--- src/rtl/piso_serializer_pkg.sv ---
// rtl/piso_serializer_pkg.sv - shared types and sizing helpers for the PISO serializer (honours PISO_PARITY_EN)
package piso_pkg;

   typedef enum logic {IDLE, SHIFT} state_t;

   // Bits needed to hold a down-counter that starts at the last frame index.
   function automatic int cnt_width(input int width);
      return $clog2(width + 1);
   endfunction

   // Bits per transmitted frame: data bits, plus one trailing parity bit when enabled.
   function automatic int frame_len(input int width);
`ifdef PISO_PARITY_EN
      return width + 1;
`else
      return width;
`endif
   endfunction

endpackage

--- src/rtl/piso_serializer_if.sv ---
// rtl/piso_serializer_if.sv - load handshake and serial output bundle of the PISO serializer
interface piso_serializer_if #(
   parameter int WIDTH = 4
);
   logic [WIDTH-1:0] din;
   logic             load_valid;
   logic             load_ready;
   logic             sout;
   logic             sout_valid;
   logic             frame_start;
   logic             frame_last;

   modport master (
      output din, load_valid,
      input  load_ready, sout, sout_valid, frame_start, frame_last
   );

   modport slave (
      input  din, load_valid,
      output load_ready, sout, sout_valid, frame_start, frame_last
   );
endinterface

--- src/rtl/piso_serializer.sv ---
// rtl/piso_serializer.sv - parallel-in serial-out transmitter with gapless back-to-back frames (optional PISO_PARITY_EN parity bit)
module piso_serializer
   import piso_pkg::*;
#(
   parameter int WIDTH     = 4,
   parameter int MSB_FIRST = 1
) (
   input  logic              clk,
   input  logic              rst,
   piso_serializer_if.slave  bus
);

   localparam int FRAME_LEN = frame_len(WIDTH);
   localparam int SR_W      = FRAME_LEN;
   localparam int CNT_W     = cnt_width(WIDTH);

   state_t            state_q, state_d;
   logic [SR_W-1:0]   shreg_q, shreg_d;
   logic [CNT_W-1:0]  cnt_q, cnt_d;
   logic              start_q, start_d;

   logic              last_bit;
   logic              accept;
   logic [SR_W-1:0]   load_word;
   logic [SR_W-1:0]   shifted;

   // The bit on the wire is always the outgoing end of the shift register.
   assign last_bit        = (state_q == SHIFT) && (cnt_q == '0);
   assign bus.load_ready  = (state_q == IDLE) || last_bit;
   assign accept          = bus.load_valid && bus.load_ready;
   assign bus.sout_valid  = (state_q == SHIFT);
   assign bus.frame_last  = last_bit;
   assign bus.frame_start = start_q;
   assign bus.sout        = (state_q == SHIFT) &&
                            ((MSB_FIRST != 0) ? shreg_q[SR_W-1] : shreg_q[0]);

   // Captured frame image; the parity bit sits at the end that leaves last.
   always_comb begin
      load_word = '0;
`ifdef PISO_PARITY_EN
      if (MSB_FIRST != 0) load_word = {bus.din, ^bus.din};
      else                load_word = {^bus.din, bus.din};
`else
      load_word = bus.din;
`endif
   end

   // Advance the register by one bit toward the transmit end, filling with zero.
   always_comb begin
      shifted = '0;
      if (MSB_FIRST != 0) shifted = {shreg_q[SR_W-2:0], 1'b0};
      else                shifted = {1'b0, shreg_q[SR_W-1:1]};
   end

   // Next-state logic: load on accept, shift while in a frame, drop to IDLE after the last bit.
   always_comb begin
      state_d = state_q;
      shreg_d = shreg_q;
      cnt_d   = cnt_q;
      start_d = 1'b0;
      case (state_q)
         IDLE: begin
            if (accept) begin
               state_d = SHIFT;
               shreg_d = load_word;
               cnt_d   = CNT_W'(FRAME_LEN - 1);
               start_d = 1'b1;
            end
         end
         SHIFT: begin
            if (accept) begin
               shreg_d = load_word;
               cnt_d   = CNT_W'(FRAME_LEN - 1);
               start_d = 1'b1;
            end else if (last_bit) begin
               state_d = IDLE;
               shreg_d = shifted;
            end else begin
               shreg_d = shifted;
               cnt_d   = cnt_q - CNT_W'(1);
            end
         end
         default: state_d = IDLE;
      endcase
   end

   // State register; reset aborts any frame in flight immediately.
   always_ff @(posedge clk or negedge rst) begin
      if (!rst) begin
         state_q <= IDLE;
         shreg_q <= '0;
         cnt_q   <= '0;
         start_q <= 1'b0;
      end else begin
         state_q <= state_d;
         shreg_q <= shreg_d;
         cnt_q   <= cnt_d;
         start_q <= start_d;
      end
   end

endmodule
--- src/flat_wrapper.sv ---
// flat-port wrapper written by rule: the top's interface ports become plain ports
module piso_serializer_flat import piso_pkg::*;
#(
   parameter int WIDTH     = 4,
   parameter int MSB_FIRST = 1
)
  (clk, rst, bus_din, bus_load_valid, bus_load_ready, bus_sout, bus_sout_valid, bus_frame_start, bus_frame_last);
  piso_serializer_if #(.WIDTH(WIDTH)) bus_i ();
  input  logic clk;
  input  logic rst;
  input wire logic [$bits(bus_i.din)-1:0] bus_din;
  input wire logic [$bits(bus_i.load_valid)-1:0] bus_load_valid;
  output wire logic [$bits(bus_i.load_ready)-1:0] bus_load_ready;
  output wire logic [$bits(bus_i.sout)-1:0] bus_sout;
  output wire logic [$bits(bus_i.sout_valid)-1:0] bus_sout_valid;
  output wire logic [$bits(bus_i.frame_start)-1:0] bus_frame_start;
  output wire logic [$bits(bus_i.frame_last)-1:0] bus_frame_last;
  assign bus_i.din = bus_din;
  assign bus_i.load_valid = bus_load_valid;
  assign bus_load_ready = bus_i.load_ready;
  assign bus_sout = bus_i.sout;
  assign bus_sout_valid = bus_i.sout_valid;
  assign bus_frame_start = bus_i.frame_start;
  assign bus_frame_last = bus_i.frame_last;
  piso_serializer #(.WIDTH(WIDTH), .MSB_FIRST(MSB_FIRST)) u_core (.clk(clk), .rst(rst), .bus(bus_i));
endmodule
--- config.mk ---
export PLATFORM = sky130hd
export DESIGN_NAME = piso_serializer_flat
export DESIGN_NICKNAME = d
export VERILOG_FILES = /design/src/rtl/piso_serializer_pkg.sv /design/src/rtl/piso_serializer_if.sv /design/src/rtl/piso_serializer.sv /design/src/flat_wrapper.sv
export SDC_FILE = /design/constraint.sdc
export NUM_CORES = 1
export LEC_CHECK = 0
export CAP_MARGIN = 10
export CORE_AREA = 2 2 39 41
export DETAILED_ROUTE_END_ITERATION = 8
export DIE_AREA = 0 0 41 43
export MAX_ROUTING_LAYER = met4
export PLACE_DENSITY = 0.57
export SLEW_MARGIN = 20
export SYNTH_ARGS = -nofsm -noshare
export SYNTH_HDL_FRONTEND = slang
export SYNTH_SLANG_ARGS = --single-unit
--- constraint.sdc ---
create_clock -name clk -period 3.4 [get_ports clk]
set_input_delay 0.34 -clock clk [delete_from_list [all_inputs] [get_ports clk]]
set_output_delay 0.34 -clock clk [all_outputs]
set_load 0.05 [all_outputs]
* Word-level counts from Yosys, hierarchy flattened
Cells that the tools add are included.
** Cells by class
- Add/sub/neg operators :: 1
- Equality and inequality tests :: 2
- Muxes and demuxes :: 11
- Bitwise operators :: 1
- Reduce and logical (&&, ||, !) cells :: 6
** Operators with widths (number)
- two-way mux 3 bit :: 3
- two-way mux 4 bit :: 2
- one-hot mux 4 bit (2 select lines) :: 1
- one-hot mux 3 bit (2 select lines) :: 1
- logical AND 1 bit :: 3
- logical NOT 3 bit :: 1
- two-way mux 1 bit :: 3
- != test 3 bit, second input constant :: 1
- subtractor 3 x 1 -> 3 bit, second input constant :: 1
- != test 2 x 1 -> 1 bit, second input constant :: 1
- one-hot mux 1 bit (2 select lines) :: 1
- AND reduction 2 bit :: 1
- logical OR 1 bit :: 1
- inverter 1 bit :: 1
** Word-level totals
- Register bits after elaboration :: 9
- Bits of input ports :: 7
- Word-level logic and storage cells :: 25

* Longest topological paths before layout
- Depth after elaboration :: 6
- Depth in mapped cells :: 6
- Mapped depth without buffers :: 6

* Least setup slack after synthesis
OpenSTA, ideal clock, no wires.
- Kind :: flip-flop to output port
- Start :: reg u_core.state_q, in the netlist u_core.bus.sout_valid
- End :: out bus_frame_last
- Arrival :: 1.622 ns
- Data required time :: 3.060 ns
- Path slack :: 1.438 ns
- Cell stages (with the launch flop) :: 4
- Path buffers :: 1
- Cell sequence :: dfrtp_1 > buf_2 > inv_1 > nor2_1
** On the way
- Longest elaborated chain between the ends :: 1
** RTL lines
- from (decl) :: RTL line piso_serializer.sv:17 : state_t state_q, state_d;
- from (signal assigned) :: RTL line piso_serializer.sv:95 : state_q <= state_d;
- logical AND 1 bit :: RTL line piso_serializer.sv:28 : assign last_bit = (state_q == SHIFT) && (cnt_q == '0);
- to (decl) :: RTL line flat_wrapper.sv:17 : output wire logic [$bits(bus_i.frame_last)-1:0] bus_frame_last;
Every way passes these cells.

* Worst setup path in the final report
- Start :: reg u_core.cnt_q[0]
- End :: out bus_load_ready
** On the way
- Longest elaborated chain between the ends :: 3
** RTL lines
- from (decl) :: RTL line piso_serializer.sv:19 : logic [CNT_W-1:0] cnt_q, cnt_d;
- from (signal assigned) :: RTL line piso_serializer.sv:97 : cnt_q <= cnt_d;
- logical NOT 3 bit :: RTL line piso_serializer.sv:28
- logical AND 1 bit :: RTL line piso_serializer.sv:28
- logical OR 1 bit :: RTL line piso_serializer.sv:29 : assign bus.load_ready = (state_q == IDLE) || last_bit;
- to (decl) :: RTL line flat_wrapper.sv:13 : output wire logic [$bits(bus_i.load_ready)-1:0] bus_load_ready;
Every way passes these cells.

==> impl.org <==
** Worst setup path
- The critical path in this run is classified as flip-flop to primary output.
- Critical Path Sink Type :: primary output
- Critical path arrival :: 2.11 ns
- Worst EP required :: about 3.1 ns
- Biggest fanout along the worst timing path :: 5
- Delay of the slowest cell on the worst path :: 0.80 ns
- Walking the worst path, the cells encountered are inv_1 > ha_1 > nand2b_4 > and2_4 > inv_2 > clkdlybuf4s50_1.
- Sum of buffers and inverters on the critical path :: 3
- The critical path runs through a total of 6 cells.
- Tracing the worst setup path back leads to its startpoint at u_core.cnt_q[0].
- The worst register-to-register path has a setup slack of around 2.0 ns.
- Cell depth of the worst flop-to-flop path :: 5
- Terminus of the critical flop-to-flop path :: u_core.shreg_q[2]
- The startpoint identified for the worst register-to-register timing path is u_core.cnt_q[0].
- The worst setup path is launched from a flip-flop.
- In this design, the largest share of critical-path delay is due to buffers and inverters.
- Among all stages on the critical path, the largest delay is contributed by sky130_fd_sc_hd__clkdlybuf4s50_1.

** Clocking
- Total clock buffers created by CTS :: 3
- Number of buffers inserted by hold repair at cts :: 0
- Counting along the longest clock path gives a buffer depth of 2.
- After clock tree synthesis, the repair step resized 0 gates.
- Setup repair bufs after CTS :: 0
- Num Clock Sinks :: 9
- CTS tree :: yes
- In this run the number of H-tree levels came out at 1.
- Clock-pin slew was measured on the worst setup and hold paths at around 0.060 ns.
- The clock reaches the later pin of the worst-skew pair after roughly 0.26 ns.
- The cell sitting at the root of the clock tree is a sky130_fd_sc_hd__clkbuf_4.

** Place
- Pre-CTS WS :: 1.23 ns
- Gpl congestion :: roughly 0.67
- Once detailed placement completed, the half-perimeter wirelength came to approximately 660 um.
- During placement, the flow inserted port buffers numbering 11.

** Power
- Peak supply drop :: roughly 320 uV
- For this design the ratio of total power to cell area is a little under 1000 nW/um^2.
- For this design the total switching power over the nets is 263 uW.
- The analysis attributes to cell leakage a power of between 0.0002 and 0.0003 uW.
- Of the total power, the share spent switching nets is between 40% and 50%.
- Per report_power, the clock group accounts for between 10% and 20% of the total.
- Per report_power, the sequential group accounts for 32.1% of the total.
- Combinational group share of total power :: ~54%
- Internal power of the cells :: roughly 330 uW

** Logic synthesis
- Yosys warning count :: 0
- Counting flops and latches in the post-synthesis netlist gives 9.
- A synthesized cell averages 10.7 um^2.
- Synthesized net count :: 52
- Yosys mapped the design onto 19 distinct sky130hd cell types.
- Instance count of the mapped netlist :: between 40 and 50
- Summing the sequential cell areas from Yosys gives approximately half of the chip area.
- Post-synthesis cell area :: approximately 460 um^2

** Cells and area
- Leaving out fill and tap cells, the most frequent cells in the layout are sky130_fd_sc_hd__clkdlybuf4s50_1 (11), sky130_fd_sc_hd__dfrtp_1 (9), sky130_fd_sc_hd__nor2_1 (6).
- Compared with the post-synthesis result, the final layout area differs by 31.7%.
- Of the cells placed in the final design, the portion with a size suffix greater than 1 is roughly 13%.
- Final Net Count :: between 60 and 70
- Count of inserted antenna diode cells :: 0
- Leaving out fill and tap cells, the most frequent cell in the layout is sky130_fd_sc_hd__clkdlybuf4s50_1.

** STA
- The worst path meets setup with 0.950 ns of slack.
- Unrepaired setup endpoints after global routing :: false
- The final count of pins violating max slew was 0.
- Setup total negative slack on the finished layout was measured at 0 ns.
- Final period utilization :: 72.0%
- The worst pin sits at a relative slew slack of ~66%.
- The final hold violation count came to 0.
- For the final database, setup skew stands at approximately 0.0044 ns.
- Hold is met by ~0.37 ns.
- For the pin with the worst max-slew slack, the measured transition is 0.501 ns.
- Counting I/O delays and the setup requirement, the final critical path takes 2.45 ns.
- Setup-violating endpoint count in the final report :: 0
- Highest attainable clock frequency :: 408 MHz

** Detailed routing
- Using the TritonRoute via totals, the vias-per-cell ratio works out to around 5.
- The first detailed-routing pass ran for 5 iterations.
- The routed layout has 366 vias.
- DRC violations left :: 0
- In the final routed layout, each cell accounts on average for 12.1 um.
- For this block, the initial DRC count from the detailed router was 13.
- The routed design has 872 um of wire.
- Number of nets with antenna violations after routing :: 0

** Global route
- Met3 global-route usage :: under 10%
- Via count of the first global-routing pass :: ~360
- GR peak layer :: met2
- GRT overflow :: 0
- Number of antenna violations at the first check in global routing :: 0
- Met2 demand-to-capacity share in global routing :: 18.4%
- Across every metal layer, demand over resource in global routing totals 14.3%.
- Global-route wire length before repair :: between 1500 and 2000 um
- Pin count of the biggest net entering global routing :: 11
- Global routing consumed, on the met1 layer, between 15 and 20% of the routing resources.

** Floorplanning
- 12 I/O pins were placed.
- For this configuration, the core starts out at a cell density of roughly a third.
- Core area :: about 1400 um^2
- The initialized floorplan defines 14 standard-cell rows.
- Die extent in y :: 43 um
- The die covers approximately 1800 um^2.
- The die is between 40 and 50 um wide.

** Flow run
- Max-cap violations in this run came to 0.

** Hold path
- In this run the worst hold path is classified as input pin to async pin.

** Outcome
- Run status :: completed
==> metal layers <==
layer,up-vias,share of wire [%]
li1,177,-
met1,171,42
met2,16,50
met3,2,6.4
met4,0,1.9
met5,-,0
==> layout make-up <==
type / instances / area, um^2
clock buffer: 4 / 26.3
sequential: 9 / 225
multi-input combinational: 27 / 208
inverter: 5 / 18.8
tap: 16 / 20.0
fill: 141 / 776
timing repair buffer: 11 / 110
==> cell families (layout without fill, tap and decap cells) <==
logic type | Yosys count | count (layout) | synth area share, %
buf+inv | 7 | 20 | 6.23
compound gates | 9 | 9 | 16.0
simple gates | 12 | 12 | 14.9
fa+ha+maj | 2 | 2 | 5.42
mux | 4 | 4 | 8.67
flops | 9 | 9 | 48.8
==> Yosys cell counts <==
| library cell | n | area, um^2 |
|---|---|---|
| sky130_fd_sc_hd__dfrtp_1 | 9 | 225 |
| sky130_fd_sc_hd__nor2_1 | 6 | 22.5 |
| sky130_fd_sc_hd__inv_1 | 4 | 15.0 |
| sky130_fd_sc_hd__mux2i_1 | 4 | 40.0 |
| sky130_fd_sc_hd__a221o_1 | 3 | 30.0 |
| sky130_fd_sc_hd__a21oi_1 | 2 | 10.0 |
| sky130_fd_sc_hd__buf_2 | 2 | 10.0 |
| sky130_fd_sc_hd__ha_1 | 2 | 25.0 |
| sky130_fd_sc_hd__a211oi_1 | 1 | 7.51 |
| sky130_fd_sc_hd__a21boi_2 | 1 | 11.3 |
| sky130_fd_sc_hd__a32o_1 | 1 | 10.0 |
| sky130_fd_sc_hd__and2_1 | 1 | 6.26 |
| sky130_fd_sc_hd__and2_4 | 1 | 8.76 |
| sky130_fd_sc_hd__inv_2 | 1 | 3.75 |
| sky130_fd_sc_hd__nand2_1 | 1 | 3.75 |
| sky130_fd_sc_hd__nand2b_1 | 1 | 6.26 |
| sky130_fd_sc_hd__nand2b_4 | 1 | 13.8 |
| sky130_fd_sc_hd__nor3b_1 | 1 | 7.51 |
| sky130_fd_sc_hd__o21ai_1 | 1 | 5.00 |
==> sequential cells by signal, indices dropped and copies added (netlist names) <==
register,flops
u_core.bus.sout_valid,1
u_core.shreg_q,4
u_core.bus.frame_start,1
u_core.cnt_q,3
==> worst max path at each step <==
stage,end
4_1_cts,bus_load_ready
6_report,bus_load_ready
5_1_grt,bus_load_ready
3_3_place_gp,bus_load_ready
2_1_floorplan,bus_frame_last
3_5_place_dp,bus_load_ready
==> power by group through the flow <==
stage | Clock [uW] | Combinational [uW] | Sequential, uW
after floorplan | 0 | 226 | 202
after global placement | 0 | 321 | 191
after detailed placement | 0 | 324 | 193
after CTS | 85.5 | 326 | 191
after global routing | 94.0 | 353 | 198
final | 81.9 | 322 | 191
==> stage by stage <==
step / total power (uW) / utilization, % / cell area, um^2 / std cells
after floorplan: 428 / - / 462 / 43
after global placement: 512 / 42.0 / 582 / 68
after detailed placement: 517 / 42.0 / 582 / 68
after CTS: 602 / 43.9 / 608 / 72
after global routing: 645 / 43.9 / 608 / 72
final: 595 / 43.9 / 608 / 72
Power figures use the tool's default switching activity.
